==> src/rtl/dvfs_pkg.sv <==
// Shared types and the bounded-step helper for the DCO frequency control front-end.
// No timing of its own; pure types and a combinational function.
package dvfs_pkg;

  localparam int CODE_W_DEF = 8;
  localparam int DIV_W_DEF  = 3;

  typedef enum logic [1:0] {
    OFF    = 2'd0,
    SETTLE = 2'd1,
    IDLE   = 2'd2,
    RAMP   = 2'd3
  } dco_state_t;

  // The distance is formed one bit wider than the code, so a large gap can never
  // wrap. The step is clamped to that distance, so the result lands exactly on tgt.
  function automatic logic [CODE_W_DEF-1:0] step_toward(
    input logic [CODE_W_DEF-1:0] cur,
    input logic [CODE_W_DEF-1:0] tgt,
    input logic [CODE_W_DEF-1:0] max_step
  );
    logic [CODE_W_DEF:0] mag;
    logic                up;
    up  = (tgt >= cur);
    mag = up ? ({1'b0, tgt} - {1'b0, cur}) : ({1'b0, cur} - {1'b0, tgt});
    if (mag > {1'b0, max_step}) begin
      mag = {1'b0, max_step};
    end
    return up ? (cur + mag[CODE_W_DEF-1:0]) : (cur - mag[CODE_W_DEF-1:0]);
  endfunction

endpackage

==> src/rtl/clk_div_pow2.sv <==
// Power-of-two clock divider: clk_div toggles every 2^div_sel cycles of clk, with 50% duty.
// Latency: a new div_sel takes effect at the next terminal count. No backpressure; held at 0 while en=0.
module clk_div_pow2 #(
  parameter int DIV_W = 3
) (
  input  logic             clk,
  input  logic             rst_n,
  input  logic             en,
  input  logic [DIV_W-1:0] div_sel,
  output logic             clk_div
);

  localparam int CNT_W = 1 << DIV_W;

  logic [CNT_W-1:0] cnt_q;
  logic [CNT_W-1:0] half_m1;
  logic [DIV_W-1:0] sel_q;
  logic             term;

  // The ratio is taken from sel_q, which only changes at the terminal count.
  // A half period that has already started therefore always runs to full length.
  assign half_m1 = (CNT_W'(1) << sel_q) - 1'b1;
  assign term    = (cnt_q == half_m1);

  always_ff @(posedge clk or negedge rst_n) begin
    if (!rst_n) begin
      cnt_q   <= '0;
      sel_q   <= '0;
      clk_div <= 1'b0;
    end else if (!en) begin
      cnt_q   <= '0;
      sel_q   <= div_sel;
      clk_div <= 1'b0;
    end else if (term) begin
      cnt_q   <= '0;
      sel_q   <= div_sel;
      clk_div <= ~clk_div;
    end else begin
      cnt_q   <= cnt_q + 1'b1;
    end
  end

endmodule

==> src/rtl/dco_freq_ctrl.sv <==
// DCO control front-end: accepts a target code, ramps dco_code toward it in bounded steps, settles, then reports lock.
// Latency: one step every STEP_INTERVAL cycles, then SETTLE_CYC cycles before lock. Backpressure: req_ready is high only when IDLE and en is high.
module dco_freq_ctrl
  import dvfs_pkg::*;
#(
  parameter int                 CODE_W        = CODE_W_DEF,
  parameter int                 DIV_W         = DIV_W_DEF,
  parameter int                 STEP_MAX      = 4,
  parameter int                 STEP_INTERVAL = 8,
  parameter int                 SETTLE_CYC    = 32,
  parameter logic [CODE_W-1:0]  RESET_CODE    = '0
) (
  input  logic              clk,
  input  logic              rst_n,
  input  logic              en,
  input  logic              req_valid,
  input  logic [CODE_W-1:0] req_code,
  output logic              req_ready,
  input  logic [DIV_W-1:0]  div_sel,
  output logic [CODE_W-1:0] dco_code,
  output logic              dco_en,
  output logic              locked,
  output logic              done,
  output logic              clk_div
);

  localparam int CNT_MAX = (SETTLE_CYC > STEP_INTERVAL) ? SETTLE_CYC : STEP_INTERVAL;
  localparam int CNT_W   = $clog2(CNT_MAX + 1);
  localparam logic [CNT_W-1:0] SETTLE_LOAD = CNT_W'(SETTLE_CYC - 1);
  localparam logic [CNT_W-1:0] STEP_LOAD   = CNT_W'(STEP_INTERVAL - 1);

  dco_state_t        state_q, state_d;
  logic [CODE_W-1:0] code_q, code_d;
  logic [CODE_W-1:0] tgt_q, tgt_d;
  logic [CODE_W-1:0] code_step;
  logic [CNT_W-1:0]  cnt_q, cnt_d;
  logic              done_q, done_d;
  logic              accept;

  assign code_step = CODE_W'(step_toward(CODE_W_DEF'(code_q), CODE_W_DEF'(tgt_q),
                                         CODE_W_DEF'(STEP_MAX)));

  assign req_ready = (state_q == IDLE) && en;
  assign accept    = req_valid && req_ready;

  assign dco_code  = code_q;
  assign dco_en    = (state_q != OFF);
  assign locked    = (state_q == IDLE);
  assign done      = done_q;

  always_ff @(posedge clk or negedge rst_n) begin
    if (!rst_n) begin
      state_q <= OFF;
      code_q  <= RESET_CODE;
      tgt_q   <= RESET_CODE;
      cnt_q   <= '0;
      done_q  <= 1'b0;
    end else begin
      state_q <= state_d;
      code_q  <= code_d;
      tgt_q   <= tgt_d;
      cnt_q   <= cnt_d;
      done_q  <= done_d;
    end
  end

  // One down-counter serves both the settle window and the step interval.
  // Dropping en freezes code and target wherever they are; the ramp resumes after the next settle.
  always_comb begin
    state_d = state_q;
    code_d  = code_q;
    tgt_d   = tgt_q;
    cnt_d   = cnt_q;
    done_d  = 1'b0;
    if (!en) begin
      state_d = OFF;
    end else begin
      case (state_q)
        OFF: begin
          state_d = SETTLE;
          cnt_d   = SETTLE_LOAD;
        end
        SETTLE: begin
          if (cnt_q != '0) begin
            cnt_d = cnt_q - 1'b1;
          end else if (code_q == tgt_q) begin
            state_d = IDLE;
            done_d  = 1'b1;
          end else begin
            state_d = RAMP;
            cnt_d   = STEP_LOAD;
          end
        end
        IDLE: begin
          if (accept) begin
            tgt_d = req_code;
            if (req_code != code_q) begin
              state_d = RAMP;
              cnt_d   = STEP_LOAD;
            end
          end
        end
        RAMP: begin
          if (cnt_q != '0) begin
            cnt_d = cnt_q - 1'b1;
          end else begin
            code_d = code_step;
            if (code_step == tgt_q) begin
              state_d = SETTLE;
              cnt_d   = SETTLE_LOAD;
            end else begin
              cnt_d   = STEP_LOAD;
            end
          end
        end
        default: state_d = OFF;
      endcase
    end
  end

  clk_div_pow2 #(
    .DIV_W (DIV_W)
  ) u_clk_div (
    .clk     (clk),
    .rst_n   (rst_n),
    .en      (dco_en),
    .div_sel (div_sel),
    .clk_div (clk_div)
  );

endmodule
==> config.mk <==
export PLATFORM = sky130hd
export DESIGN_NAME = dco_freq_ctrl
export DESIGN_NICKNAME = d
export VERILOG_FILES = /design/src/rtl/dvfs_pkg.sv /design/src/rtl/clk_div_pow2.sv /design/src/rtl/dco_freq_ctrl.sv
export SDC_FILE = /design/constraint.sdc
export NUM_CORES = 1
export LEC_CHECK = 0
export BUFFER_PORTS_ARGS = -buffer_cell sky130_fd_sc_hd__buf_4
export CORE_UTILIZATION = 65
export DETAILED_ROUTE_END_ITERATION = 6
export HOLD_SLACK_MARGIN = 0.15
export PLACE_DENSITY = 0.86
export SLEW_MARGIN = 20
export SYNTH_ARGS = -nofsm -noshare
export SYNTH_HDL_FRONTEND = slang
export SYNTH_HIERARCHICAL = 1
export SYNTH_SLANG_ARGS = --single-unit
==> constraint.sdc <==
create_clock -name clk -period 8.4 [get_ports clk]
set_input_delay 0.84 -clock clk [delete_from_list [all_inputs] [get_ports clk]]
set_output_delay 0.84 -clock clk [all_outputs]
set_load 0.01 [all_outputs]
# == Yosys cells after proc, flatten, opt, wreduce, memory -nomap -nowiden ==
# Index checks and enable logic that the tools add are counted.
# totals
out_inout_bits,13
memories,0
romBits,0
ram_bits,0
register_bits,37
latchBits,0
# classes
magnitude_cmp,2
n_bitwise,2
n_div,0
muxes,28
n_addsub,7
shifts,1
reduce_logical,9
mul,0
eq_ne,16
# ops
op,n
8-bit 2-to-1 mux,4
6-bit 2-to-1 mux,5
8-bit equality test,3
6-bit case mux with 4 select lines,1
8-bit by 8-bit subtractor with 9-bit output,2
2-bit 2-to-1 mux,6
3-bit inequality test (second input constant),4
9-bit by 3-bit > comparator with 1-bit output (second input constant),1
9-bit 2-to-1 mux,1
8-bit by 1-bit adder with 8-bit output (second input constant),1
8-bit adder,1
8-bit greater-or-equal comparator,1
8-bit inequality test,1
2-bit case mux with 4 select lines,1
1-bit by 3-bit left shift with 8-bit output (first input constant),1
8-bit by 1-bit subtractor with 8-bit output (second input constant),1
8-bit subtractor,1
1-bit 2-to-1 mux,7
3-bit 2-to-1 mux,2
3-bit by 2-bit inequality test with 1-bit output (second input constant),2
3-bit AND reduction,2
6-bit nonzero test,1
6-bit by 1-bit subtractor with 6-bit output (second input constant),1
5-bit 2-to-1 mux,1
10 further kinds,14

# == Depth between registers and ports, before layout ==
# depth
ltp_word,11
depth_mapped,23

# == By module ==
# The synthesis kept the hierarchy.
# by_module_without_submodules
module,cells_each,area_per_inst_um2,seq_area_each_um2,n_inst
dco_freq_ctrl,307,2732.6,625.6,1
clk_div_pow2,67,681.9,300.3,1

# == Worst setup path after synthesis ==
# Ideal clock, no wire load.
# synth_path
path_type,reg2reg
start,register code_q[0] (netlist: dco_code[0])
end,register state_q[0]
path_stages_with_launch,23
slack_ns,3.443
setup_time_ns,0.101
required_ns,8.299
t_arrival_ns,4.857
synth_period_minus_slack_ns,4.957
cell_sequence,dfrtp_1 > inv_1 > ha_1 > inv_1 > fa_1 > a21o_2 > a211o_1 > o22ai_1 > and4_1 > a31oi_1 > or3_1 > ha_1 > and2_1 > a31o_1 > ha_1 > a211o_1 > o221a_2 > o21ai_0 > o2bb2ai_1 > xnor2_1 > xnor2_2 > and2_4 > o311ai_2
# synth_via
elab_chain_len,9
# synth_rtl
item,line,text
from (decl),dco_freq_ctrl.sv:33,"logic [CODE_W-1:0] code_q, code_d;"
from (signal assigned),dco_freq_ctrl.sv:60,code_q <= code_d;
8-bit by 8-bit subtractor with 9-bit output / 8-bit greater-or-equal comparator (equally long branches),"dvfs_pkg.sv:25, dvfs_pkg.sv:24",
9-bit 2-to-1 mux,dvfs_pkg.sv:25,"mag = up ? ({1'b0, tgt} - {1'b0, cur}) : ({1'b0, cur} - {1'b0, tgt});"
9-bit by 3-bit > comparator with 1-bit output,dvfs_pkg.sv:26,"if (mag > {1'b0, max_step}) begin"
8-bit 2-to-1 mux,dvfs_pkg.sv:26,
8-bit subtractor / 8-bit adder (equally long branches),dvfs_pkg.sv:29,return up ? (cur + mag[CODE_W_DEF-1:0]) : (cur - mag[CODE_W_DEF-1:0]);
8-bit 2-to-1 mux,dvfs_pkg.sv:29,
8-bit equality test,dco_freq_ctrl.sv:108,if (code_step == tgt_q) begin
3-bit inequality test (no source line),-,
5-bit AND reduction (no source line),-,
to (signal assigned),dco_freq_ctrl.sv:59,state_q <= state_d;
to (decl),dco_freq_ctrl.sv:32,"dco_state_t state_q, state_d;"
# Several ways; a longest one is shown, not always the timed one. The select of a mux whose other input is x is not followed.
# A chain may end at the register's enable or synchronous reset.

# == Final worst setup path ==
# layout_path
start,register code_q[1] (netlist: dco_code[1])
end,register state_q[0]
# Same word-level chain as after synthesis.

==> qor.yml <==
synth_top_family_by_area: "compound AO/OA/AOI/OAI gates"
cp.required_ns: 8.56
syn_nets: 424
syn_area_mm2: 0.003415
p_leak_uw: 0.001659
power_density_mw_per_mm2: 299.5
antenna_found_initial: 0
grt_usage_pct: 29.09
cts_tree: "done"
layout-drive-gt1-share_pct: 16.37
cts_num_sinks: 37
die_w_um: 74.48
first_pass_iters: 4
min_path_type: "in2async"
fin_crit_sh_pct: 65.22
nets: 446
ys_seq_area_share_pct: 27.12
ir_drop_v: 0.0001574
wl_met3_um: 364
r2r_start: "dco_code[1]"
io_pins: 28
fmax_mhz: 182.5
synth_xor_area_share_pct: 10.37
grt_max_degree: 38
dp_slack_ns: 3.028
ys_async_sr_fraction_pct: 100.0
timing.slew.headroom_pct: 42.72
synth_area_per_cell_um2: 9.130
post_cts_resized: 0
drt_wl_total_mm: 7.669
final_cell_mix: "38 x inv_1, 37 x dfrtp_1, 32 x ha_1"
numCtsBuffers: 5
dp_hpwl_mm: 5.771
rsz0062_at_grt: "no"
route.detailed.drc: 0
max-cap-violations: 0
cts.clk_slew.worst_paths_ns: 0.08
synth_flop_cell: "dfrtp_1"
place_congestion: 0.8813
wl_met2_mm: 3.649
outcome: "completed"
via_count: 2859
wl_per_cell_um: 16.42
synth-edff-count: 0
wl_met1_mm: 3.470
dp_cells: 459
syn_to_final_growth_pct: 9.307
ys_seq_elements: 37
critical_path_class: "reg2reg"
final-hold-violation-count: 0
cts_hold_buf: 0
synth_cell_types: 67
synth_compound_area_share_pct: 19.64
cp_max_fo: 7
syn_inst: 374
period_minus_slack_ns: 5.478
synth_mux_area_share_pct: 6.303
synth_fa_ha_area_share_pct: 13.48
top_layer: "met4"
core_mm2: 0.005075
p_total_uw: 1118
drtIter0Drc: 186
postCtsSetupBuffers: 0
grt-ovfl-total: 0
synth-simple-area-share_pct: 16.31
final-setup-viol-count: 0
antenna_left: 0
cp-end-kind: "flop"
grt_pass1_vias: 2647
clock_latency_ns: 0.29
die_area_mm2: 0.005547
die_h_um: 74.48
cts_root_buf: "clkbuf_8"
tightest_slew_ns: 0.8555
worstSetupStartpoint: "dco_code[1]"
critPathLaunchType: "flop"
clock_path_buffers: 2
fin_setup_tns_ns: 0
critical_path_arrival_ns: 5.64
htreeDepth: 2
finalMaxSlewViolations: 0
r2r_cells: 21
layout_setup_ws_ns: 2.922
initial_utilization_pct: 67.28
r2r_slack_ns: 2.92
yosys_warnings: 6
final_common_cell: "inv_1"
rows: 26
grt_pass1_wl_mm: 12.25
place.port_buffers: 27
antenna_cells: 0
skew_ns: 0.007535
final_cells: 467
viasPerCell: 6.122
r2r_end: "state_q[0]"
-- per-stage QoR --
stage / util [%] / hold WS, ns / instance area, um2
final: 73.55 / 0.5012 / 3732
after global routing: 73.55 / 0.5375 / 3732
after CTS: 73.55 / 0.5114 / 3732
after detailed placement: 71.25 / 0.5314 / 3616
after global placement: 71.25 / 0.5332 / 3616
after floorplan: - / 0.5063 / 3415
-- flip-flops by register name, indices dropped and copies added (netlist names) --
register and count:
cnt_q 6, dco_code 8, done 1, state_q 2, tgt_q 8, u_clk_div/clk_div 1, u_clk_div/cnt_q 8, u_clk_div/sel_q 3
-- report_power, final --
part,switching [uW],leakage [uW],internal [uW]
logic,371,0.00113,298
registers,65.7,0.000472,221
clock network,64.6,0.0000585,96.9
-- cell families after synthesis --
| logic type | count (synthesis) |
|---|---|
| AND/OR/NAND/NOR | 107 |
| AO/OA/AOI/OAI | 88 |
| buffers and inverters | 50 |
| XOR/XNOR | 38 |
| flip-flops | 37 |
| adder cells (fa/ha/maj) | 35 |
| multiplexers | 19 |
-- how the worst max path moves through the flow --
stage	to	depth (start not counted)
2_1_floorplan	state_q[0]	22
3_5_place_dp	state_q[0]	22
4_1_cts	state_q[0]	22
5_1_grt	state_q[0]	21
6_report	state_q[0]	21
3_3_place_gp	state_q[1]	22
-- synth_stat cells, types with 6 or more instances --
| master | n | share of area [%] |
|---|---|---|
| xnor2_1 | 27 | 6.9 |
| a21oi_1 | 18 | 2.6 |
| and3_1 | 6 | 1.1 |
| nor3_1 | 7 | 1.0 |
| o21ai_0 | 20 | 2.9 |
| ha_1 | 32 | 12 |
| nand2_1 | 17 | 1.9 |
| xor2_1 | 9 | 2.3 |
| mux2_2 | 12 | 4.0 |
| nor3b_1 | 6 | 1.3 |
| nor2_1 | 31 | 3.4 |
| dfrtp_1 | 37 | 27 |
| nand3_1 | 7 | 1.0 |
| inv_1 | 38 | 4.2 |
-- layout make-up --
class	count	area, um2
multi-input combinational	287	2257
fill	398	1343
sequential	37	925.9
timing repair buffer	27	202.7
inverter	38	142.6
tap	70	87.58
clock buffer	7	86.33
clock inverter	1	30.03
-- routing by layer --
| layer | vias to the layer above | track usage [%] |
|---|---|---|
| met2 | 90 | 46.95 |
| met5 | - | 0 |
| met4 | 0 | 10.90 |
| li1 | 1368 | - |
| met3 | 20 | 4.607 |
| met1 | 1381 | 39.37 |
-- critical path: stages (launching register included) --
cell	delay, ns
dfrtp_1	0.53
inv_1	0.18
fa_1	0.48
a211oi_1	0.31
nor2_1	0.12
xnor2_1	0.14
o21ai_0	0.10
nor4_1	0.33
a31oi_1	0.15
or3_1	0.42
ha_1	0.23
nor2_1	0.14
xnor2_1	0.18
ha_1	0.32
a211o_1	0.27
o221a_2	0.24
o21ai_0	0.19
o21ai_0	0.16
xnor2_1	0.21
and4_1	0.34
and2_4	0.20
o311ai_2	0.11
Power figures use the tool's default switching activity.
